**src/rtl/ff_share_arbiter.sv**
```systemverilog
// Round-robin arbiter that shares one D-type storage element between requesters A and B.
// Optional build macro FFARB_LOCK_EN adds pin p14 (LOCK), which holds off preemption.
module ff_share_arbiter #(
  parameter int unsigned MAX_HOLD = 8,
  parameter logic        Q_INIT   = 1'b0
) (
  input  logic p1,   // CLK
  input  logic p2,   // RST, synchronous, active-high
  input  logic p3,   // REQ_A
  input  logic p4,   // DATA_A
  input  logic p5,   // REQ_B
  input  logic p6,   // DATA_B
  input  logic p7,   // LOAD
  output logic p9,   // GNT_A
  output logic p10,  // GNT_B
  output logic p11,  // Q
  output logic p12,  // notQ
  output logic p13   // BUSY
`ifdef FFARB_LOCK_EN
  ,
  input  logic p14   // LOCK
`endif
);

  localparam int unsigned HW = (MAX_HOLD == 0) ? 1 : $clog2(MAX_HOLD + 1);
  localparam logic [HW-1:0] HOLD_LAST = (MAX_HOLD == 0) ? '0 : HW'(MAX_HOLD - 1);
  localparam logic [HW-1:0] HOLD_SAT  = '1;
  localparam bit PREEMPT_EN = (MAX_HOLD != 0);

  typedef enum logic [1:0] {
    IDLE    = 2'd0,
    GRANT_A = 2'd1,
    GRANT_B = 2'd2
  } state_t;

  typedef enum logic {
    SIDE_A = 1'b0,
    SIDE_B = 1'b1
  } side_t;

  logic clk, rst, req_a, data_a, req_b, data_b, load, lock;

  assign clk    = p1;
  assign rst    = p2;
  assign req_a  = p3;
  assign data_a = p4;
  assign req_b  = p5;
  assign data_b = p6;
  assign load   = p7;
`ifdef FFARB_LOCK_EN
  assign lock   = p14;
`else
  assign lock   = 1'b0;
`endif

  state_t          state, state_nxt, other_state;
  side_t           last, last_nxt, own_side;
  logic [HW-1:0]   hold_cnt, hold_nxt;
  logic            own_req, other_req;
  logic            gnt_a, gnt_b, busy, q;

  always_comb begin
    // NOTE: every signal written here gets a default first; a path that skipped one would infer a latch.
    state_nxt   = state;
    last_nxt    = last;
    hold_nxt    = hold_cnt;
    own_side    = SIDE_A;
    own_req     = 1'b0;
    other_req   = 1'b0;
    other_state = IDLE;

    unique case (state)
      IDLE: begin
        // On a tie the side that was not served last wins.
        if (req_a && (!req_b || last == SIDE_B)) begin
          state_nxt = GRANT_A;
          hold_nxt  = '0;
        end else if (req_b) begin
          state_nxt = GRANT_B;
          hold_nxt  = '0;
        end
      end

      GRANT_A, GRANT_B: begin
        own_side    = (state == GRANT_A) ? SIDE_A : SIDE_B;
        own_req     = (state == GRANT_A) ? req_a  : req_b;
        other_req   = (state == GRANT_A) ? req_b  : req_a;
        other_state = (state == GRANT_A) ? GRANT_B : GRANT_A;

        if (!own_req) begin
          // Release hands over directly when the other side is waiting.
          last_nxt  = own_side;
          hold_nxt  = '0;
          state_nxt = other_req ? other_state : IDLE;
        end else if (other_req && !lock) begin
          if (PREEMPT_EN && hold_cnt == HOLD_LAST) begin
            last_nxt  = own_side;
            hold_nxt  = '0;
            state_nxt = other_state;
          end else if (hold_cnt != HOLD_SAT) begin
            hold_nxt = hold_cnt + 1'b1;
          end
        end
      end

      default: state_nxt = IDLE;
    endcase
  end

  always_ff @(posedge clk) begin
    // NOTE: state registers use non-blocking assignments so every flop samples pre-edge values.
    if (rst) begin
      state    <= IDLE;
      last     <= SIDE_B;
      hold_cnt <= '0;
      gnt_a    <= 1'b0;
      gnt_b    <= 1'b0;
      busy     <= 1'b0;
      q        <= Q_INIT;
    end else begin
      state    <= state_nxt;
      last     <= last_nxt;
      hold_cnt <= hold_nxt;
      gnt_a    <= (state_nxt == GRANT_A);
      gnt_b    <= (state_nxt == GRANT_B);
      busy     <= (state_nxt != IDLE);
      // LOAD follows the grant in force before this edge, even on a handover edge.
      if (load) begin
        if (state == GRANT_A)      q <= data_a;
        else if (state == GRANT_B) q <= data_b;
      end
    end
  end

  assign p9  = gnt_a;
  assign p10 = gnt_b;
  assign p11 = q;
  assign p12 = ~q;
  assign p13 = busy;

  a_one_grant: assert property (@(posedge clk) disable iff (rst) !(gnt_a && gnt_b));
  a_busy_or:   assert property (@(posedge clk) disable iff (rst) busy == (gnt_a | gnt_b));
  a_gnt_state: assert property (@(posedge clk) disable iff (rst)
                                (gnt_a == (state == GRANT_A)) && (gnt_b == (state == GRANT_B)));

endmodule

```
**config.mk**
```make
export PLATFORM = sky130hd
export DESIGN_NAME = ff_share_arbiter
export DESIGN_NICKNAME = d
export VERILOG_FILES = /design/src/rtl/ff_share_arbiter.sv
export SDC_FILE = /design/constraint.sdc
export NUM_CORES = 1
export LEC_CHECK = 0
export CAP_MARGIN = 0
export CORE_AREA = 5 5 44 46
export CTS_BUF_LIST = sky130_fd_sc_hd__clkbuf_8 sky130_fd_sc_hd__clkbuf_16
export CTS_CLUSTER_SIZE = 10
export DETAILED_ROUTE_END_ITERATION = 7
export DIE_AREA = 0 0 49 51
export PLACE_DENSITY = 0.73
export SYNTH_ARGS = -nofsm -noshare
export SYNTH_HDL_FRONTEND = slang
export SYNTH_SLANG_ARGS = --single-unit
```
**constraint.sdc**
```tcl
create_clock -name p1 -period 2 [get_ports p1]
set_clock_uncertainty 0.1 [all_clocks]
set_input_delay 0.3 -clock p1 [delete_from_list [all_inputs] [get_ports p1]]
set_output_delay 0.3 -clock p1 [all_outputs]
set_load 0.01 [all_outputs]
```
* Word-level counts from Yosys, hierarchy flattened
Index checks and enable logic that the tools add are counted.
Operators by class: $add $sub $neg 1, equal/unequal tests 11, multiplexer cells 23, bitwise gates (word level) 1, reductions and logical operators 11
Operator list (number):
- 4-bit two-way mux | 6
- 2-bit two-way mux | 7
- 1-bit two-way mux | 8
- 4-bit inequality test (second input constant) | 2
- 4-bit case mux with 2 select lines | 1
- 3-bit inequality test (second input constant) | 2
- 2-bit nonzero test | 3
- 4-bit by 1-bit adder with 4-bit output (second input constant) | 1
- 2-bit by 1-bit == test with 1-bit output (second input constant) | 2
- 2-bit == test (second input constant) | 2
- 4-bit by 3-bit == test with 1-bit output (second input constant) | 1
- 2-bit by 1-bit inequality test with 1-bit output (second input constant) | 2
- 2-bit case mux with 2 select lines | 1
- 4-bit AND reduction | 1
- 3-bit AND reduction | 1
- 2-bit logical NOT | 1
- 2-bit AND reduction | 1
- 2-bit OR reduction | 1
- 1-bit logical AND | 1
- 1-bit logical NOT | 1
- 1-bit logical OR | 1
- 1-bit NOT | 1
Word-level totals: register bits after elaboration 11, bits of input ports 7, output and inout bits 5, word-level logic and storage cells 54

* Logic depth before layout (Yosys ltp)
Gate-level depths: netlist of run 1.
depth after elaboration 7, gate-level depth with buffers 8, depth with buffers taken out 7

* Worst setup path before layout of run 1
No wires, ideal clock.
path type reg2reg, start point register state[1], end point register hold_cnt[0], setup time 70 ps, arrival time 1642 ps, data required time 1830 ps, setup slack 188 ps, cell stages (with the launch flop) 9, path buffers 1, cells stage by stage dfxtp_1 -> inv_1 -> ha_1 -> buf_6 -> nand2b_4 -> a32oi_2 -> o21ai_1 -> or3_1 -> a21oi_1
On the way: cells in the longest elaborated chain, start to end 4
Ends and longest elaborated chain:
- from (decl) | line 56 | state_t state, state_nxt, other_state;
- from (signal assigned) | line 121 | state <= state_nxt;
- 2-bit by 1-bit == test with 1-bit output / 2-bit == test (equally long branches) | line 72, 86, 87
- 1-bit two-way mux, or another cell as far along | line 86 | own_req = (state == GRANT_A) ? req_a : req_b;
- 4-bit inequality test (no source line), or another cell as far along
- 4-bit AND reduction (no source line) / 4-bit case mux with 2 select lines (equally long branches)
- to (signal assigned) | line 123 | hold_cnt <= hold_nxt;
- to (decl) | line 58 | logic [HW-1:0] hold_cnt, hold_nxt;
Several ways; a longest one is shown, not always the timed one. A chain may end at the register's enable or synchronous reset.

* Worst setup path in the final report of run 1
Same ends and word-level chain as after synthesis.

==> impl_results.md, run 1 <==
* Cells after synthesis at 83
* Sw Share at 30.3%
* CTS root buffer: clkbuf_8
* First drt pass iteration count at 4
* H-Tree Depth at 1
* Dominant cell type by area after synthesis: dfxtp_1
* Final wirelength at 1560 microns
* Post-synth EDFFs at 0
* Flops & latches, synth at 11
* Tcrit/Tclk final at 91.0%
* Vias at 689
* Power Dens Cells at 786 nW/um^2
* Core ar. at 1470 sq um
* Worst Setup SP: state[1]
* Clock group share of total power at 30.7%
* Die H at 51 microns
* N_diodes at 0
* CP endpoint kind: register
* Crit start category: register
* Reg-to-reg slack, setup at 180 ps
* R2R Path End: hold_cnt[0]
* Core Rows at 14
* Clk pin slew, worst setup/hold paths at 60 ps
* Final RePlAce weighted congestion at 0.835
* Largest net degree at the start of global routing at 12
* Layout cell share with drive strength beyond 1 at 19.6%
* Min cycle time layout at 1820 ps
* Vias per inst at 5.84
* Endpoints failing hold at 0
* Fillers at 134
* Warnings, synthesis at 0
* Slew HR at 76.8%
* DRC Markers at 0
* Critical path type: reg2reg
* Post-synth ARST share at 0%
* Pleak at 0.370 nW
* Worst Hold Slack at 376 ps
* Crit-path max FO at 5
* Grt ovf at 0
* Post-route ant nets at 0
* Reg2reg path depth at 7
* Worst r2r src: state[1]
* RSZ-0062 raised after global routing: no
* Worst-margin pin slew at 346 ps
* CTS tree: yes
* Drt initial violations at 18
* Comb pwr share at 35.1%
* Critical Path End: hold_cnt[0]
* Setup Fix Bufs, Post-CTS at 0
* Final non-filler cell total at 118
* Max-cap check violation count at 0
* HPWL Detailed at 1150 microns
* Most used DFF post-synth: dfxtp_1
* Mapped Nets at 94
* Post-synth top cells: dfxtp_1 (11), nand2_1 (11), nor2_1 (5)
* Drt wl/cell at 13.3 microns
* Netlist cell types at 34
* Psw at 0.223 mW
* Layout Nets at 114
* Final Max Tran Viols at 0
* CTS Hold Bufs at 0
* Setup tns final at 0 ps
* Hold Path Class: reg2reg
* Top post-synthesis cells by area: dfxtp_1 (31%), ha_1 (7.1%), nand2_1 (5.9%), mux2i_1 (5.7%), a21oi_1 (2.8%)
* Die Wd at 49 microns
* Initial antenna violation count at 0
* Worst path required time at 2080 ps
* VDD IR-drop max at 0.565 mV
* Clk sink count at 11
* Peak Freq at 0.549 GHz
* First-pass GRT wire length at 2550 microns
* Post-Syn Area at 703 sq um
* Clk buf depth at 2
* Power Internal at 0.513 mW
* TritonCTS buffer count at 3
* Die Footprint at 2500 sq um
* Total track usage at 13.0%
* Port bufs at 11
* Flop pwr share at 34.2%
* Layout area overhead at 33.1%
* Outcome: finished, final reports clean
* Initial core utilization at 47.8%
* Vias in the first global route at 609
* Endpoints failing setup at 0
* Post-synth top area share at 31.3%
* Syn avg cell area at 8.47 sq um
* Clk_lat worst skew at 250 ps
* Critical path arrival at 1900 ps
* Seq/Total Area, Yosys at 31.3%
* I/O pins at 12
* Post-Place Cells at 114
* CTS resizes at 0
* Post-layout util at 63.6%
-- layout by cell type, fill, tap and decap left out, drive strengths merged, types with 3 or more instances in the layout --
master         instances
a21oi                  4
buf                    9
clkbuf                 3
clkdlybuf4s50         11
dfxtp                 11
ha                     4
inv                    6
mux2i                  4
nand2                 11
nand2b                 3
nor2                   5
o21ai                  4
-- state kept, by name (all words and copies together) (netlist names) --
| register | flops |
|---|---|
| hold_cnt | 4 |
| state | 2 |
| last | 1 |
| p10 | 1 |
| p11 | 1 |
| p13 | 1 |
| p9 | 1 |
-- worst max-delay path, stage by stage (launching register included) --
cell      delay [ps]
dfxtp_1          310
inv_1            100
ha_2             250
mux2i_2          290
nand2b_1         140
o21ai_1           80
or3_1            350
a21oi_1          120
-- routing by layer --
| metal | global-route usage (%) | vias to the layer above | routed length [microns] |
|---|---|---|---|
| li1 | - | 345 | - |
| met1 | 15.3 | 315 | 686 |
| met2 | 21.5 | 25 | 775 |
| met3 | 2.62 | 4 | 66 |
| met4 | 8.07 | 0 | 35 |
| met5 | 0 | - | 0 |
-- worst min-delay path by stage --
stage,startpoint,endpoint,cells after the start
after floorplan,p7,p11,1
after global placement,hold_cnt[1],hold_cnt[1],2
after detailed placement,hold_cnt[1],hold_cnt[1],2
after CTS,hold_cnt[1],hold_cnt[1],2
after global routing,hold_cnt[1],hold_cnt[1],2
final,hold_cnt[1],hold_cnt[1],2
-- power by group through the flow --
stage / registers, mW / logic, mW / clock network, mW
2_1_floorplan: 0.261 / 0.139 / 0
3_3_place_gp: 0.256 / 0.234 / 0
3_5_place_dp: 0.256 / 0.236 / 0
4_1_cts: 0.251 / 0.238 / 0.231
5_1_grt: 0.254 / 0.283 / 0.246
6_report: 0.252 / 0.258 / 0.226
-- through the flow --
step | setup slack (ps) | power [mW] | instance area (sq um)
6_report | 180 | 0.736 | 936
5_1_grt | 33.4 | 0.783 | 936
4_1_cts | 55.9 | 0.721 | 912
3_5_place_dp | -34.1 | 0.492 | 867
3_3_place_gp | -25.6 | 0.490 | 867
2_1_floorplan | 188 | 0.400 | 703
-- layout make-up --
class                   count  area [sq um]  share of cell area, %
repair buffers             20           178                   19.0
inverters                   5          18.8                   2.01
clock inverters             1          3.75                  0.401
clock buffers               3          41.3                   4.41
multi-input cells          62           454                   48.5
flip-flops and latches     11           220                   23.5
well taps                  16          20.0                   2.14
-- logic make-up after synthesis --
| logic type | Yosys count | synth area share, % |
|---|---|---|
| AOI/OAI and AO/OA | 23 | 24.6 |
| adders and majority gates | 4 | 7.12 |
| buffers and inverters | 10 | 7.47 |
| DFF | 11 | 31.3 |
| muxes | 4 | 5.69 |
| and+or+nand+nor | 31 | 23.8 |
(Power assumes the default switching activity.)
==> run 2, diff against run 1 <==
--- a/config.mk
+++ b/config.mk
@@ -5,7 +5,7 @@
 export SDC_FILE = /design/constraint.sdc
 export NUM_CORES = 1
 export LEC_CHECK = 0
-export CAP_MARGIN = 0
+export CAP_MARGIN = 30
 export CORE_AREA = 5 5 44 46
 export CTS_BUF_LIST = sky130_fd_sc_hd__clkbuf_8 sky130_fd_sc_hd__clkbuf_16
 export CTS_CLUSTER_SIZE = 10
==> results of run 2 <==
No change in the layout: final DEF, timing and power equal those of run 1.
